File: config.mk
export PLATFORM = sky130hd
export DESIGN_NAME = mod_ptr_counter
export DESIGN_NICKNAME = d
export VERILOG_FILES = /design/src/rtl/ptr_cnt_pkg.sv /design/src/rtl/mod_step_calc.sv /design/src/rtl/mod_ptr_counter.sv
export SDC_FILE = /design/constraint.sdc
export NUM_CORES = 1
export LEC_CHECK = 0
export ABC_AREA = 1
export ABC_CLOCK_PERIOD_IN_PS = 2500
export CAP_MARGIN = 20
export CELL_PAD_IN_SITES_DETAIL_PLACEMENT = 0
export CELL_PAD_IN_SITES_GLOBAL_PLACEMENT = 1
export CORE_UTILIZATION = 28
export DETAILED_ROUTE_END_ITERATION = 10
export GPL_ROUTABILITY_DRIVEN = 0
export PLACE_DENSITY_LB_ADDON = 0.2
export SYNTH_ARGS = -nofsm -noshare
export SYNTH_HDL_FRONTEND = slang
export SYNTH_SLANG_ARGS = --single-unit
File: constraint.sdc
create_clock -name clk -period 2.5 [get_ports clk]
set_clock_uncertainty 0.1 [all_clocks]
set_input_delay 0.625 -clock clk [delete_from_list [all_inputs] [get_ports clk]]
set_output_delay 0.625 -clock clk [all_outputs]
set_load 0.01 [all_outputs]
File: src/rtl/ptr_cnt_pkg.sv
// Shared types and elaboration helpers for the modulo pointer counter family.
// Used by mod_ptr_counter, mod_step_calc and the fetch-queue look-ahead logic.
package ptr_cnt_pkg;

  // Decoded per-cycle operation, in priority order clr > ld > step > hold.
  typedef enum logic [2:0] {
    OP_HOLD,
    OP_CLR,
    OP_LD,
    OP_STEP,
    OP_LDERR
  } ptr_op_e;

  // Width of a step field able to carry 0..max_step.
  function automatic int calc_sw(input int max_step);
    return $clog2(max_step + 1);
  endfunction

  function automatic bit depth_fits(input int dw, input int depth);
    return depth <= (1 << dw);
  endfunction

  function automatic bit step_fits(input int depth, input int max_step);
    return (max_step >= 1) && (max_step <= depth);
  endfunction

endpackage

File: src/rtl/mod_step_calc.sv
// Combinational modulo-DEPTH step: next = (count + s_up - s_dn) mod DEPTH.
// Flags a wrap whenever the raw sum leaves 0..DEPTH-1 in either direction.
module mod_step_calc
  import ptr_cnt_pkg::*;
#(
  parameter int DW    = 4,
  parameter int DEPTH = 12,
  parameter int SW    = 3
) (
  input  logic [DW-1:0] count,
  input  logic [SW-1:0] s_up,
  input  logic [SW-1:0] s_dn,
  output logic [DW-1:0] next_count,
  output logic          wrapped
);

  localparam int                    PAD      = DW + 2 - SW;
  localparam logic signed [DW+1:0]  DEPTH_S  = (DW+2)'(DEPTH);
  localparam logic        [DW-1:0]  DEPTH_LO = DW'(DEPTH);

  logic signed [DW+1:0] sum;

  // Two extra bits hold count+MAX_STEP (< 2**(DW+1)) and the sign of count-MAX_STEP.
  assign sum = $signed({2'b00, count})
             + $signed({{PAD{1'b0}}, s_up})
             - $signed({{PAD{1'b0}}, s_dn});

  // The corrected result always fits in DW bits, so mod-2**DW arithmetic on the
  // low bits is exact; this also covers DEPTH == 2**DW where DEPTH_LO is zero.
  always_comb begin
    // NOTE: every output gets a default before the branches so no latch is inferred.
    next_count = sum[DW-1:0];
    wrapped    = 1'b0;
    if (sum[DW+1]) begin
      next_count = sum[DW-1:0] + DEPTH_LO;
      wrapped    = 1'b1;
    end else if (sum >= DEPTH_S) begin
      next_count = sum[DW-1:0] - DEPTH_LO;
      wrapped    = 1'b1;
    end
  end

endmodule

File: src/rtl/mod_ptr_counter.sv
// Modulo-DEPTH up/down pointer counter with saturating variable step, clear,
// checked load and a phase bit that toggles on every wrap (full/empty tiebreak).
module mod_ptr_counter
  import ptr_cnt_pkg::*;
#(
  parameter int DW       = 4,
  parameter int DEPTH    = 12,
  parameter int MAX_STEP = 4,
  parameter int SW       = calc_sw(MAX_STEP)
) (
  input  logic          clk,
  input  logic          rst,
  input  logic          clr,
  input  logic          ld,
  input  logic [DW-1:0] ld_val,
  input  logic          ld_phase,
  input  logic          inc,
  input  logic [SW-1:0] inc_step,
  input  logic          dec,
  input  logic [SW-1:0] dec_step,
  output logic [DW-1:0] count,
  output logic          phase,
  output logic          wrap,
  output logic          ld_err
);

  if (DEPTH < 2) begin : g_chk_depth_min
    $error("mod_ptr_counter: DEPTH must be at least 2");
  end
  if (!depth_fits(DW, DEPTH)) begin : g_chk_depth_fit
    $error("mod_ptr_counter: DEPTH-1 does not fit in DW bits");
  end
  if (!step_fits(DEPTH, MAX_STEP)) begin : g_chk_step
    $error("mod_ptr_counter: MAX_STEP must be in 1..DEPTH");
  end

  localparam logic [DW:0]   DEPTH_W    = (DW+1)'(DEPTH);
  localparam logic [SW-1:0] MAX_STEP_W = SW'(MAX_STEP);

  ptr_op_e       op;
  logic [SW-1:0] s_up;
  logic [SW-1:0] s_dn;
  logic [DW-1:0] next_count;
  logic          wrapped;

  // Oversized step requests clamp to MAX_STEP rather than being rejected.
  always_comb begin
    s_up = '0;
    s_dn = '0;
    if (inc) s_up = (inc_step > MAX_STEP_W) ? MAX_STEP_W : inc_step;
    if (dec) s_dn = (dec_step > MAX_STEP_W) ? MAX_STEP_W : dec_step;
  end

  // A rejected load still owns the cycle: pending inc/dec are dropped with it.
  always_comb begin
    op = OP_HOLD;
    if (clr) begin
      op = OP_CLR;
    end else if (ld) begin
      op = ({1'b0, ld_val} < DEPTH_W) ? OP_LD : OP_LDERR;
    end else if (inc || dec) begin
      op = OP_STEP;
    end
  end

  mod_step_calc #(
    .DW    (DW),
    .DEPTH (DEPTH),
    .SW    (SW)
  ) u_step_calc (
    .count      (count),
    .s_up       (s_up),
    .s_dn       (s_dn),
    .next_count (next_count),
    .wrapped    (wrapped)
  );

  // NOTE: state registers use non-blocking assignments so every flop samples pre-edge values.
  always_ff @(posedge clk or negedge rst) begin
    if (!rst) begin
      count  <= '0;
      phase  <= 1'b0;
      wrap   <= 1'b0;
      ld_err <= 1'b0;
    end else begin
      wrap   <= 1'b0;
      ld_err <= 1'b0;
      case (op)
        OP_CLR: begin
          count <= '0;
          phase <= 1'b0;
        end
        OP_LD: begin
          count <= ld_val;
          phase <= ld_phase;
        end
        OP_LDERR: ld_err <= 1'b1;
        OP_STEP: begin
          count <= next_count;
          wrap  <= wrapped;
          if (wrapped) phase <= ~phase;
        end
        default: ;
      endcase
    end
  end

  a_count_range: assert property (@(posedge clk) disable iff (!rst)
    {1'b0, count} < DEPTH_W);

  a_wrap_phase: assert property (@(posedge clk) disable iff (!rst)
    wrap |-> (phase != $past(phase)));

endmodule
Word-level counts from Yosys, hierarchy flattened. Cells that the tools add are included.

Logic and storage cells: 38. Memories kept: 0. Latch bits: 0. Output and inout bits: 7. Memory bits (read-only): 0. Flip-flop bits (word level): 7. RAM bits: 0.

Bitwise logic cells: 1. Multiplexer cells: 17. Shift-type cells: 0. Magnitude comparators: 4. Multipliers: 0. Reductions and logical operators: 3. Equality and inequality tests: 5. Divide/modulo/power cells: 0. $add $sub $neg: 4.

Operators with widths (number): $mux W3 (7); $pmux W4 S3 (1); $mux W4 (2); $eq A3 B2 Y1 const B (2); $ge A6 B5 Y1 const B (1); $gt A3 B3 Y1 const B (2); $sub A6 B4 Y6 (1); $add A4 B3 Y5 (1); $mux W1 (5); $add A4 B4 Y4 const B (1); $lt A4 B4 Y1 const B (1); $sub A4 B4 Y4 const B (1); $eq A3 B1 Y1 const B (1); $eq A3 B3 Y1 const B (1); $pmux W1 S3 (1); $reduce_bool A3 Y1 (1); $mux W2 (1); $ne A2 B2 Y1 const B (1); $reduce_and A2 Y1 (1); $logic_or A1 B1 Y1 (1); $not A1 Y1 (1).

Depth between registers and ports, before layout.
Depth after elaboration: 10. Mapped depth: 18. Mapped depth without buffers: 18.

Cells and area by module. A second synthesis with hierarchy kept.

Cells, all modules: 111. Area total of the unflattened synthesis: 830.8 um^2.

Modules (own cells, without submodules): mod_ptr_counter (area each 430.4 um^2, cells an instance 51, times used 1, sequential area each 175.2 um^2); mod_step_calc (area each 400.4 um^2, cells an instance 60, times used 1, sequential area each 0.0 um^2).

Worst setup path before layout. OpenSTA, ideal clock, no wires.

Kind: input -> register. From: input inc. To: register phase. Setup time: 0.117 ns. Path buffers: 0. Arrival: 2.997 ns. Stages on the path: 17. Path slack: -0.713 ns. Required time: 2.283 ns. Cell sequence: inv_1 > nor3b_1 > ha_1 > inv_1 > fa_1 > xnor2_1 > ha_1 > a21oi_1 > o21a_1 > xnor2_1 > ha_1 > a21oi_2 > nand3_2 > nand2_2 > nand2_1 > nand2_1 > nand2_1.

Word-level cells in the longest chain between the ends: 8.

Ends and longest elaborated chain: start, declared (line mod_ptr_counter.sv:17) `input logic inc,`; $mux W3 (line mod_ptr_counter.sv:50) `if (inc) s_up = (inc_step > MAX_STEP_W) ? MAX_STEP_W : inc_step;`; $add A4 B3 Y5 (line mod_step_calc.sv:25) `+ $signed({{PAD{1'b0}}, s_up})`; $sub A6 B4 Y6 (line mod_step_calc.sv:26) `- $signed({{PAD{1'b0}}, s_dn});`; $ge A6 B5 Y1 (line mod_step_calc.sv:37) `end else if (sum >= DEPTH_S) begin`; $mux W1 (line mod_step_calc.sv:37); $mux W1 (line mod_step_calc.sv:34) `if (sum[DW+1]) begin`; $ne A2 B2 Y1 (no line); $reduce_and A2 Y1 (no line); end signal, assigned (line mod_ptr_counter.sv:95) `phase <= ld_phase;`; end signal, assigned (line mod_ptr_counter.sv:101) `if (wrapped) phase <= ~phase;`; end, declared (line mod_ptr_counter.sv:22) `output logic phase,`.

Several ways; a longest one is shown, not always the timed one. A chain may end at the register's enable or synchronous reset.

Worst setup path after layout.
From: input inc_step[2]. To: register phase.

Word-level cells in the longest chain between the ends: 10.

Ends and longest elaborated chain: start, declared (line mod_ptr_counter.sv:18) `input logic [SW-1:0] inc_step,`; $gt A3 B3 Y1 (line mod_ptr_counter.sv:50); $mux W3 (*) (2 in a row) (line mod_ptr_counter.sv:50); $add A4 B3 Y5 (*) (line mod_step_calc.sv:25); $sub A6 B4 Y6 (*) (line mod_step_calc.sv:26); $ge A6 B5 Y1 (line mod_step_calc.sv:37); $mux W1 (line mod_step_calc.sv:37); $mux W1 (*) (line mod_step_calc.sv:34); $ne A2 B2 Y1 (no line) (*); $reduce_and A2 Y1 (no line) (*).

Every way passes the cells marked *; elsewhere a longest branch is shown, timed or not.

==> key figures <==
Run status
  • Outcome: finished with violations
  • Failing checks: negative setup slack

Pwr
  • P per Cell Area: 760.1 nW/um2
  • Leakage power: 0.6846 nW
  • Peak supply drop: ~0.00048 V

Global route
  • Largest net degree at the start of global routing: 8
  • Vias in the first global route: between 800 and 900
  • First-pass GRT wire length: 3208 um
  • Total track usage: 15.44%
  • Grt ovf: 0
  • Antenna violations before repair: 0

Synthesis
  • Top cell type by total area after synthesis: dfrtp_1
  • Count of different cell masters after synthesis: 20
  • Syn avg cell area: 6.752 um2
  • Ys flop type: dfrtp_1
  • Synth top area share: between 20% and 30%
  • Cells after Synth: 111
  • Yosys warns: 0
  • Register area share after synthesis: 23.37%
  • Ranking of synthesized cells by area: dfrtp_1 (23%), nand2_1 (16%), ha_1 (12%)
  • Number of synthesized register bits: 7
  • EDFF count, synth: 0
  • Syn_nets: 137
  • Area of the mapped netlist: roughly 750 um2
  • Post-synth ARST share: 100.0%

Critical path
  • R2R Path Start: count[0]
  • Worst-case reg-to-reg path depth: 15
  • Worst setup startpoint: inc_step[2]
  • CP most frequent cell: nand2_1
  • Slowest cell on crit path: fa_2
  • CP Launch Type: input port
  • CP Max Fanout: 3
  • Setup slack, reg-to-reg: -0.24 ns
  • Crit-path cells: buf_6 > nor3b_4 > ha_2 > inv_2 > fa_2 > inv_2 > ha_4 > nand2_2 > o21a_1 > xnor2_2 > ha_2 > a21oi_4 > nand3_2 > nand2_2 > nand2_1 > nand2_1 > nand2_1
  • Critical Path End Type: flop
  • Critical path arrival: 3.06 ns
  • Critical Path RT: 2.53 ns
  • Crit path kind: input port to flop
  • Worst path max stage delay: 0.54 ns

Timing
  • PnR worst setup slack: -0.5253 ns
  • Fin. Hold Viols: 0
  • Tmin final: about 3 ns
  • Slew headroom: 68.37%
  • Unrepaired setup endpoints after global routing: true
  • Fmax achieved: around 0.33 GHz
  • Final Cycle Share: 121.0%
  • Max Slew Vio Count: 0
  • # setup viols final: 4
  • Worst slew pin tran: about 0.47 ns

Floorplanning
  • Die Y: around 54 um
  • DIE WIDTH: 53.74 um
  • Row cnt: 18
  • Die footprint: 2887 um2
  • Core area: 2500 um2
  • Io pins: 24
  • Initial Utilization: 29.98%

Clock tree
  • CTS root buffer: clkbuf_4
  • TritonCTS clock tree: done
  • H-tree depth: 1
  • Total clock sinks: 7
  • Cts hold-fix bufs: 0
  • Worst-Skew Late Latency: ~0.25 ns
  • Clk slew on worst S/H paths: 0.05 ns
  • CTS Buf Count: 3
  • Clock Tree Buf Depth: 2

Finish
  • Most common cell after layout, fill and taps aside: nand2_1
  • Post-route insts no fill: around 190
  • Most frequent cells in the layout: nand2_1 (29), buf_4 (20), clkdlybuf4s50_1 (19)
  • Share of layout cells above drive strength 1: between 30% and 40%
  • Final instance area: 1296 um2
  • N_diodes: 0
  • P&R area growth vs syn: 72.95%
  • Final layout net count: 185
  • Final core utilization: between 50% and 60%

Placement
  • Cell Area, Placed: 1157 um2
  • Final HPWL DP: 1643 um
  • Placed cells: 180
  • IO buf count: 23

Drt
  • DRT iter0 DRCs: 7
  • Routed WL: approximately 1900 um
  • Per-cell routed wire length: 10.12 um
  • DRC Markers: 0
  • Vias: 843
  • Vias per inst: 4.484
  • Post-route ant nets: 0
  • Iteration count of the initial detailed-routing pass: 3

Worst hold path
  • Worst hold path class: flop to flop
  • HP Start: phase
  • Cell depth of the worst hold path: 2

Run
  • Max_cap viols: 0
-- logic make-up after synthesis --
logic type	count (synthesis)	share of synthesized area [%]
adders and majority gates	9	17.03
buffers and inverters	23	11.52
xor gates and xnor gates	3	3.506
and+or+nand+nor	59	36.40
AOI/OAI and AO/OA	10	8.180
DFF	7	23.37
-- routing by layer --
metal / GRT usage [%] / up-vias / part of all wire [%]
met5: 0 / - / 0
met4: 3.947 / 0 / 0
met3: 3.955 / 0 / 4.4
met2: 28.19 / 16 / 50
met1: 17.55 / 381 / 45
li1: - / 446 / -
-- metrics by stage --
stage	power [mW]	hold slack (ns)	setup WS (ns)	TNS (ns)
floorplan	0.5152	0.2294	-0.5838	-2.156
global placement	0.7384	0.4181	-1.248	-5.405
detailed placement	0.7500	0.4280	-1.291	-5.581
CTS	0.9346	0.4529	-0.6343	-2.377
global route	1.091	0.4934	-0.6629	-2.485
finish	0.9853	0.4502	-0.5253	-1.972
-- synth_stat cells, types with 2 or more instances --
cell type  count
a21oi_1        4
dfrtp_1        7
fa_1           2
ha_1           7
inv_1         22
nand2_1       31
nand2_2        2
nand3_1       14
nand3_2        3
nor2_1         5
o211ai_1       2
o21ai_0        2
xnor2_1        3
-- area by class of cell --
class | instances | area, um2
Fill cell | 249 | 1204
Multi-Input combinational cell | 81 | 578.1
Timing Repair Buffer | 43 | 384.1
Sequential cell | 7 | 175.2
Inverter | 23 | 93.84
Tap cell | 30 | 37.54
Clock buffer | 3 | 22.52
Clock inverter | 1 | 5.005
-- state kept, by name, indices dropped and copies added (netlist names) --
| signal | flops |
|---|---|
| count | 4 |
| ld_err | 1 |
| phase | 1 |
| wrap | 1 |
-- critical path: cells and delay by family --
family | cells | cell delay, ns
AND/OR/NAND/NOR | 7 | 0.53
buffers and inverters | 3 | 0.18
XOR/XNOR | 1 | 0.15
adder cells (fa/ha/maj) | 4 | 1.20
AO/OA/AOI/OAI | 2 | 0.35
-- report_power, final --
| part | switching, mW | internal, mW |
|---|---|---|
| combinational | 0.336 | 0.391 |
| sequential | 0.0212 | 0.136 |
| clock | 0.0432 | 0.0585 |
-- path summary, 6_finish.rpt --
kind	to
setup / recovery	phase
hold / removal	phase
setup reg to reg	phase
hold reg to reg	phase
max in group asynchronous	wrap
min in group asynchronous	count[3]
-- repair_timing --
item / in CTS / in global routing
setup buffers: 3 / 1
pin swaps: 13 / 16
hold endpoints to repair: 0 / 0
resized for setup: 19 / 11
endpoints found under the setup margin: 5 / 4
No activity file was read; power rests on OpenSTA's default activity.
